### config.mk
export PLATFORM = sky130hd
export DESIGN_NAME = imem_loader
export DESIGN_NICKNAME = d
export VERILOG_FILES = /design/src/rtl/imem_loader_pkg.sv /design/src/rtl/imem_loader.sv
export SDC_FILE = /design/constraint.sdc
export NUM_CORES = 1
export LEC_CHECK = 0
export CAP_MARGIN = 15
export CORE_MARGIN = 4
export CORE_UTILIZATION = 55
export DETAILED_ROUTE_END_ITERATION = 10
export HOLD_SLACK_MARGIN = 0.03
export PLACE_DENSITY_LB_ADDON = 0.05
export SYNTH_ARGS = -nofsm -noshare
export SYNTH_HDL_FRONTEND = slang
export SYNTH_SLANG_ARGS = --single-unit
export TNS_END_PERCENT = 5
### constraint.sdc
create_clock -name clk_i -period 3.2 [get_ports clk_i]
set_input_delay 0.8 -clock clk_i [delete_from_list [all_inputs] [get_ports clk_i]]
set_output_delay 0.8 -clock clk_i [all_outputs]
set_load 0.05 [all_outputs]
### src/rtl/imem_loader_pkg.sv
// Shared definitions for the instruction-memory loader: FSM encoding, error
// codes and the image range check.
package imem_loader_pkg;

  localparam int MEM_MAX_SIZE_DEF = 1024;

  typedef enum logic [2:0] {
    LD_IDLE = 3'd0,
    LD_HDR  = 3'd1,
    LD_DATA = 3'd2,
    LD_CSUM = 3'd3,
    LD_DONE = 3'd4,
    LD_ERR  = 3'd5
  } ld_state_e;

  typedef enum logic [1:0] {
    LERR_NONE = 2'd0,
    LERR_ADR  = 2'd1,
    LERR_CSUM = 2'd2
  } lerr_e;

  // 17-bit sum so base+len can never wrap past the memory end.
  function automatic logic range_bad(input logic [15:0] base, input logic [15:0] len,
                                     input logic [16:0] lim);
    logic [16:0] sum;
    sum = {1'b0, base} + {1'b0, len};
    return sum > lim;
  endfunction

endpackage

### src/rtl/imem_loader.sv
// Framed byte-stream loader for the y86 instruction memory. Writes the image
// one byte per cycle and holds the CPU until a verified image is in place.
module imem_loader
  import imem_loader_pkg::*;
#(
  parameter int MEM_MAX_SIZE = MEM_MAX_SIZE_DEF,
  parameter int AW           = 64
) (
  input  logic          clk_i,
  input  logic          rst_n_i,
  input  logic          start_i,
  input  logic          s_valid_i,
  input  logic [7:0]    s_data_i,
  output logic          s_ready_o,
  output logic          mem_we_o,
  output logic [AW-1:0] mem_waddr_o,
  output logic [7:0]    mem_wdata_o,
  output logic          busy_o,
  output logic          done_o,
  output logic [1:0]    err_o,
  output logic          cpu_hold_o
);

  localparam logic [16:0] LIM = 17'(MEM_MAX_SIZE);

  ld_state_e       state_q, state_d;
  logic [1:0]      hdr_cnt_q, hdr_cnt_d;
  logic [15:0]     base_q, base_d;
  logic [15:0]     len_q, len_d;
  logic [15:0]     rem_q, rem_d;
  logic [15:0]     off_q, off_d;
  logic [7:0]      csum_q, csum_d;
  logic            rbad_q, rbad_d;
  logic [1:0]      err_q, err_d;
  logic            we_q, we_d;
  logic [AW-1:0]   waddr_q, waddr_d;
  logic [7:0]      wdata_q, wdata_d;

  logic            ready;
  logic            xfer;
  logic            start_ok;
  logic [15:0]     len_full;

  assign xfer     = s_valid_i & ready;
  assign start_ok = start_i & ((state_q == LD_IDLE) | (state_q == LD_DONE) |
                               (state_q == LD_ERR));
  // Length high byte arrives on the 4th header byte; decide with it directly.
  assign len_full = {s_data_i, len_q[7:0]};

  // State register
  always_ff @(posedge clk_i or negedge rst_n_i) begin
    if (!rst_n_i) state_q <= LD_IDLE;
    else          state_q <= state_d;
  end

  // Next-state logic
  always_comb begin
    state_d = state_q;
    case (state_q)
      LD_IDLE, LD_DONE, LD_ERR: if (start_i) state_d = LD_HDR;
      LD_HDR: begin
        if (xfer && hdr_cnt_q == 2'd3)
          state_d = (len_full == 16'd0) ? LD_CSUM : LD_DATA;
      end
      LD_DATA: if (xfer && rem_q == 16'd1) state_d = LD_CSUM;
      LD_CSUM: begin
        if (xfer)
          state_d = (rbad_q || s_data_i != csum_q) ? LD_ERR : LD_DONE;
      end
      default: state_d = LD_IDLE;
    endcase
  end

  // Output logic
  always_comb begin
    ready      = 1'b0;
    busy_o     = 1'b0;
    done_o     = 1'b0;
    cpu_hold_o = 1'b1;
    case (state_q)
      LD_HDR, LD_DATA, LD_CSUM: begin
        ready  = 1'b1;
        busy_o = 1'b1;
      end
      LD_DONE: begin
        done_o     = 1'b1;
        cpu_hold_o = 1'b0;
      end
      default: ;
    endcase
  end

  assign s_ready_o   = ready;
  assign err_o       = err_q;
  assign mem_we_o    = we_q;
  assign mem_waddr_o = waddr_q;
  assign mem_wdata_o = wdata_q;

  // Datapath next-state
  always_comb begin
    hdr_cnt_d = hdr_cnt_q;
    base_d    = base_q;
    len_d     = len_q;
    rem_d     = rem_q;
    off_d     = off_q;
    csum_d    = csum_q;
    rbad_d    = rbad_q;
    err_d     = err_q;
    we_d      = 1'b0;
    waddr_d   = waddr_q;
    wdata_d   = wdata_q;
    if (start_ok) begin
      hdr_cnt_d = 2'd0;
      csum_d    = 8'h00;
      off_d     = 16'd0;
      rbad_d    = 1'b0;
      err_d     = LERR_NONE;
    end else if (xfer) begin
      case (state_q)
        LD_HDR: begin
          hdr_cnt_d = hdr_cnt_q + 2'd1;
          case (hdr_cnt_q)
            2'd0: base_d[7:0]  = s_data_i;
            2'd1: base_d[15:8] = s_data_i;
            2'd2: len_d[7:0]   = s_data_i;
            default: begin
              len_d[15:8] = s_data_i;
              rem_d       = len_full;
              rbad_d      = range_bad(base_q, len_full, LIM);
            end
          endcase
        end
        LD_DATA: begin
          csum_d = csum_q ^ s_data_i;
          rem_d  = rem_q - 16'd1;
          off_d  = off_q + 16'd1;
          // Out-of-range frames are drained without touching memory.
          if (!rbad_q) begin
            we_d    = 1'b1;
            waddr_d = AW'(base_q) + AW'(off_q);
            wdata_d = s_data_i;
          end
        end
        LD_CSUM: begin
          if (rbad_q)                 err_d = LERR_ADR;
          else if (s_data_i != csum_q) err_d = LERR_CSUM;
        end
        default: ;
      endcase
    end
  end

  always_ff @(posedge clk_i or negedge rst_n_i) begin
    if (!rst_n_i) begin
      hdr_cnt_q <= 2'd0;
      base_q    <= 16'd0;
      len_q     <= 16'd0;
      rem_q     <= 16'd0;
      off_q     <= 16'd0;
      csum_q    <= 8'h00;
      rbad_q    <= 1'b0;
      err_q     <= LERR_NONE;
      we_q      <= 1'b0;
      waddr_q   <= '0;
      wdata_q   <= 8'h00;
    end else begin
      hdr_cnt_q <= hdr_cnt_d;
      base_q    <= base_d;
      len_q     <= len_d;
      rem_q     <= rem_d;
      off_q     <= off_d;
      csum_q    <= csum_d;
      rbad_q    <= rbad_d;
      err_q     <= err_d;
      we_q      <= we_d;
      waddr_q   <= waddr_d;
      wdata_q   <= wdata_d;
    end
  end

endmodule

==> run metrics <==
outcome=completed; CP startpoint=state_q[2]; critical path cell sequence=nand2b_1 > or2_2 > inv_1 > clkdlybuf4s50_1; clk sinks=98; Final Hold Vio Count=0; Main synth FF type=dfrtp_1; LEAKAGE=3.36 nW; nets=827; post-synthesis xor/xnor area fraction=5.49%; Max-Slew Margin vs Limit=61.5%; detailed-route via count=5324; Synth-to-Final Area Change=12.3%; initial DRC count=345; Post-CTS Setup Bufs=0; critical path arrival=2170 ps; clock buffer count from CTS=9; post-route DRC violation count=0; Avg Cell Area, Syn=8.99 µm²; Cell Rows=39; die area=0.0137 mm²; Overflow after GRT=0; All-Layer GR Usage=24.6%; slowest stage delay, CP=800 ps; top cell type's share of synthesized area=37.5%; initial antenna violation count=0; Ports=91; Reg-to-Reg End=rbad_q; largest net degree at the start of global routing=74; power per cell area=972 mW/mm²; Routed WL=16100 µm; startpoint types=flip-flop; Synth Area in Compound Gates=15.9%; Max clock buf depth=2; die height=117 µm; Post-Synth Adder-Cell Area=8.26%; CP Capture Point=done_o; first-pass GRT wire length=26200 µm; synth top area cells=dfrtp_1 37%, ha_1 7.6%, buf_4 5.5%, nand2_1 4.7%, mux2_2 4.5%; largest fanout on the critical path=13; largest family of logic cells by synthesized area=simple AND/OR/NAND/NOR gates; ANT cells=0; CP Capture Type=output port; final slew viol count=0; Final GP Congestion=0.897; RSZ-0062 raised after global routing=no; Fmax=0.336 GHz; Worst Setup Path Type=flip-flop to output port; Tightest Pin Transition=576 ps; Yosys cell types=69; Clock Skews=7.64 ps; sequential share of the synthesized area=37.5%; vias in the first global route=5120; DR vias/cell=5.79; Final ANT Viol Nets=0; clk root buf=clkbuf_16; Ys Warns=0; Final Power=7.15 mW; final setup vio count=0; hold_buf cts=0; CTS tree=done; Mapped Cells=728; Post-Syn Area=0.00655 mm²; layout cell share with drive strength beyond 1=10.6%; VDD IR max=473 µV; leading area contributor after synthesis=dfrtp_1; Resize count post-CTS=0; worst hold path type=input pin to asynchronous set/reset pin; clock slew at reported path FFs=60 ps; Initial Utilization=56.8%; CP max stage cell=clkdlybuf4s50_1; 1st-pass router iterations=5; post-DP HPWL=12300 µm; post-synthesis mux area share=5.39%; most frequent cells in the layout=98 x dfrtp_1, 82 x nand2_1, 63 x nor2_1; commonest non-fill, non-tap cell in the layout=dfrtp_1; EDFF count, synth=0; Final Cycle Share=92.9%; chip width=117 µm; Wirelength per Cell=17.6 µm; worst path required time=2400 ps; R2R depth=9; max-cap violations=0; hold slack=359 ps; asr flop ratio synth=100%; Reg2Reg Setup Slack=440 ps; Synth Register Bits=98; clock latency on the worst-skew pair=340 ps; Synth Area in Simple Gates=18.8%; min Tclk post-route=2970 ps; setup total negative slack=0 ps; core area=0.0115 mm²; H-tree levels=3; port bufs=43; Critical R2R Launch=base_q[0]
layout make-up:
| cell class | count | area [µm²] |
|---|---|---|
| fillers | 1000 | 4160 |
| multi-input cells | 577 | 3700 |
| flip-flops and latches | 98 | 2450 |
| clock buffers | 11 | 243 |
| clock inverters | 4 | 76.3 |
| inverters | 18 | 67.6 |
| well taps | 143 | 179 |
| repair buffers | 69 | 636 |
synthesized netlist by cell type, drive strengths merged, types with 7 or more instances:
master,n
inv,18
o21ai,56
a21o,7
nand2,82
nand2b,9
nand3,26
dfrtp,98
mux2,26
nor2,63
clkbuf,22
nor4,9
xnor2,15
xor2,26
a21oi,45
nor3,15
ha,40
buf,59
state kept, by name (all words and copies together), names as in the netlist:
| signal | flops |
|---|---|
| mem_waddr_o | 17 |
| len_q | 8 |
| rbad_q | 1 |
| hdr_cnt_q | 2 |
| off_q | 16 |
| state_q | 3 |
| rem_q | 16 |
| base_q | 16 |
| mem_wdata_o | 8 |
| mem_we_o | 1 |
| csum_q | 8 |
| err_o | 2 |
routing by layer:
layer / GRT usage, % / vias to the layer above / share of wire [%]
li1: - / 2564 / -
met3: 3.75 / 31 / 5.2
met2: 42.3 / 177 / 50
met4: 8.18 / 0 / 2.3
met1: 31.8 / 2552 / 43
met5: 0 / - / 0
critical path: cells and delay by family (launching register included):
| family | cells | cell delay [ps] |
|---|---|---|
| simple gates | 2 | 420 |
| buf+inv | 2 | 870 |
| flops | 1 | 540 |
worst min path at each step:
stage / start / endpoint / slack, ps / depth (start not counted)
after floorplan: rem_q[14] / rem_q[14] / 460 / 1
after global placement: mem_wdata_o[4] / mem_wdata_o[4] / 460 / 2
after detailed placement: mem_waddr_o[0] / mem_waddr_o[0] / 470 / 2
after CTS: rst_n_i / mem_waddr_o[6] / 360 / 1
after global routing: rst_n_i / rbad_q / 380 / 1
final: rst_n_i / rbad_q / 360 / 1
report_power, final:
part	total, mW	switching (mW)	internal (mW)
sequential	2.20	0.503	1.70
combinational	3.78	2.25	1.53
clock	1.17	0.465	0.704
total	7.15	3.22	3.93
through the flow:
| stage | std cells | util [%] | worst slack [ps] | area (µm²) |
|---|---|---|---|---|
| floorplan | 774 | - | 632 | 6720 |
| global placement | 905 | 61.1 | 95.5 | 7040 |
| detailed placement | 905 | 61.1 | 124 | 7040 |
| CTS | 920 | 63.9 | 204 | 7350 |
| global route | 920 | 63.9 | 132 | 7350 |
| finish | 920 | 63.9 | 226 | 7350 |
logic make-up (layout without fill, tap and decap cells):
| family | count (synthesis) | after routing |
|---|---|---|
| other | 1 | 47 |
| adders and majority gates | 42 | 42 |
| xor gates and xnor gates | 41 | 41 |
| muxes | 32 | 32 |
| buffers and inverters | 99 | 102 |
| AOI/OAI and AO/OA | 163 | 163 |
| DFF | 98 | 98 |
| and+or+nand+nor | 252 | 252 |
Note: power is estimated with default switching activity, not from simulation.
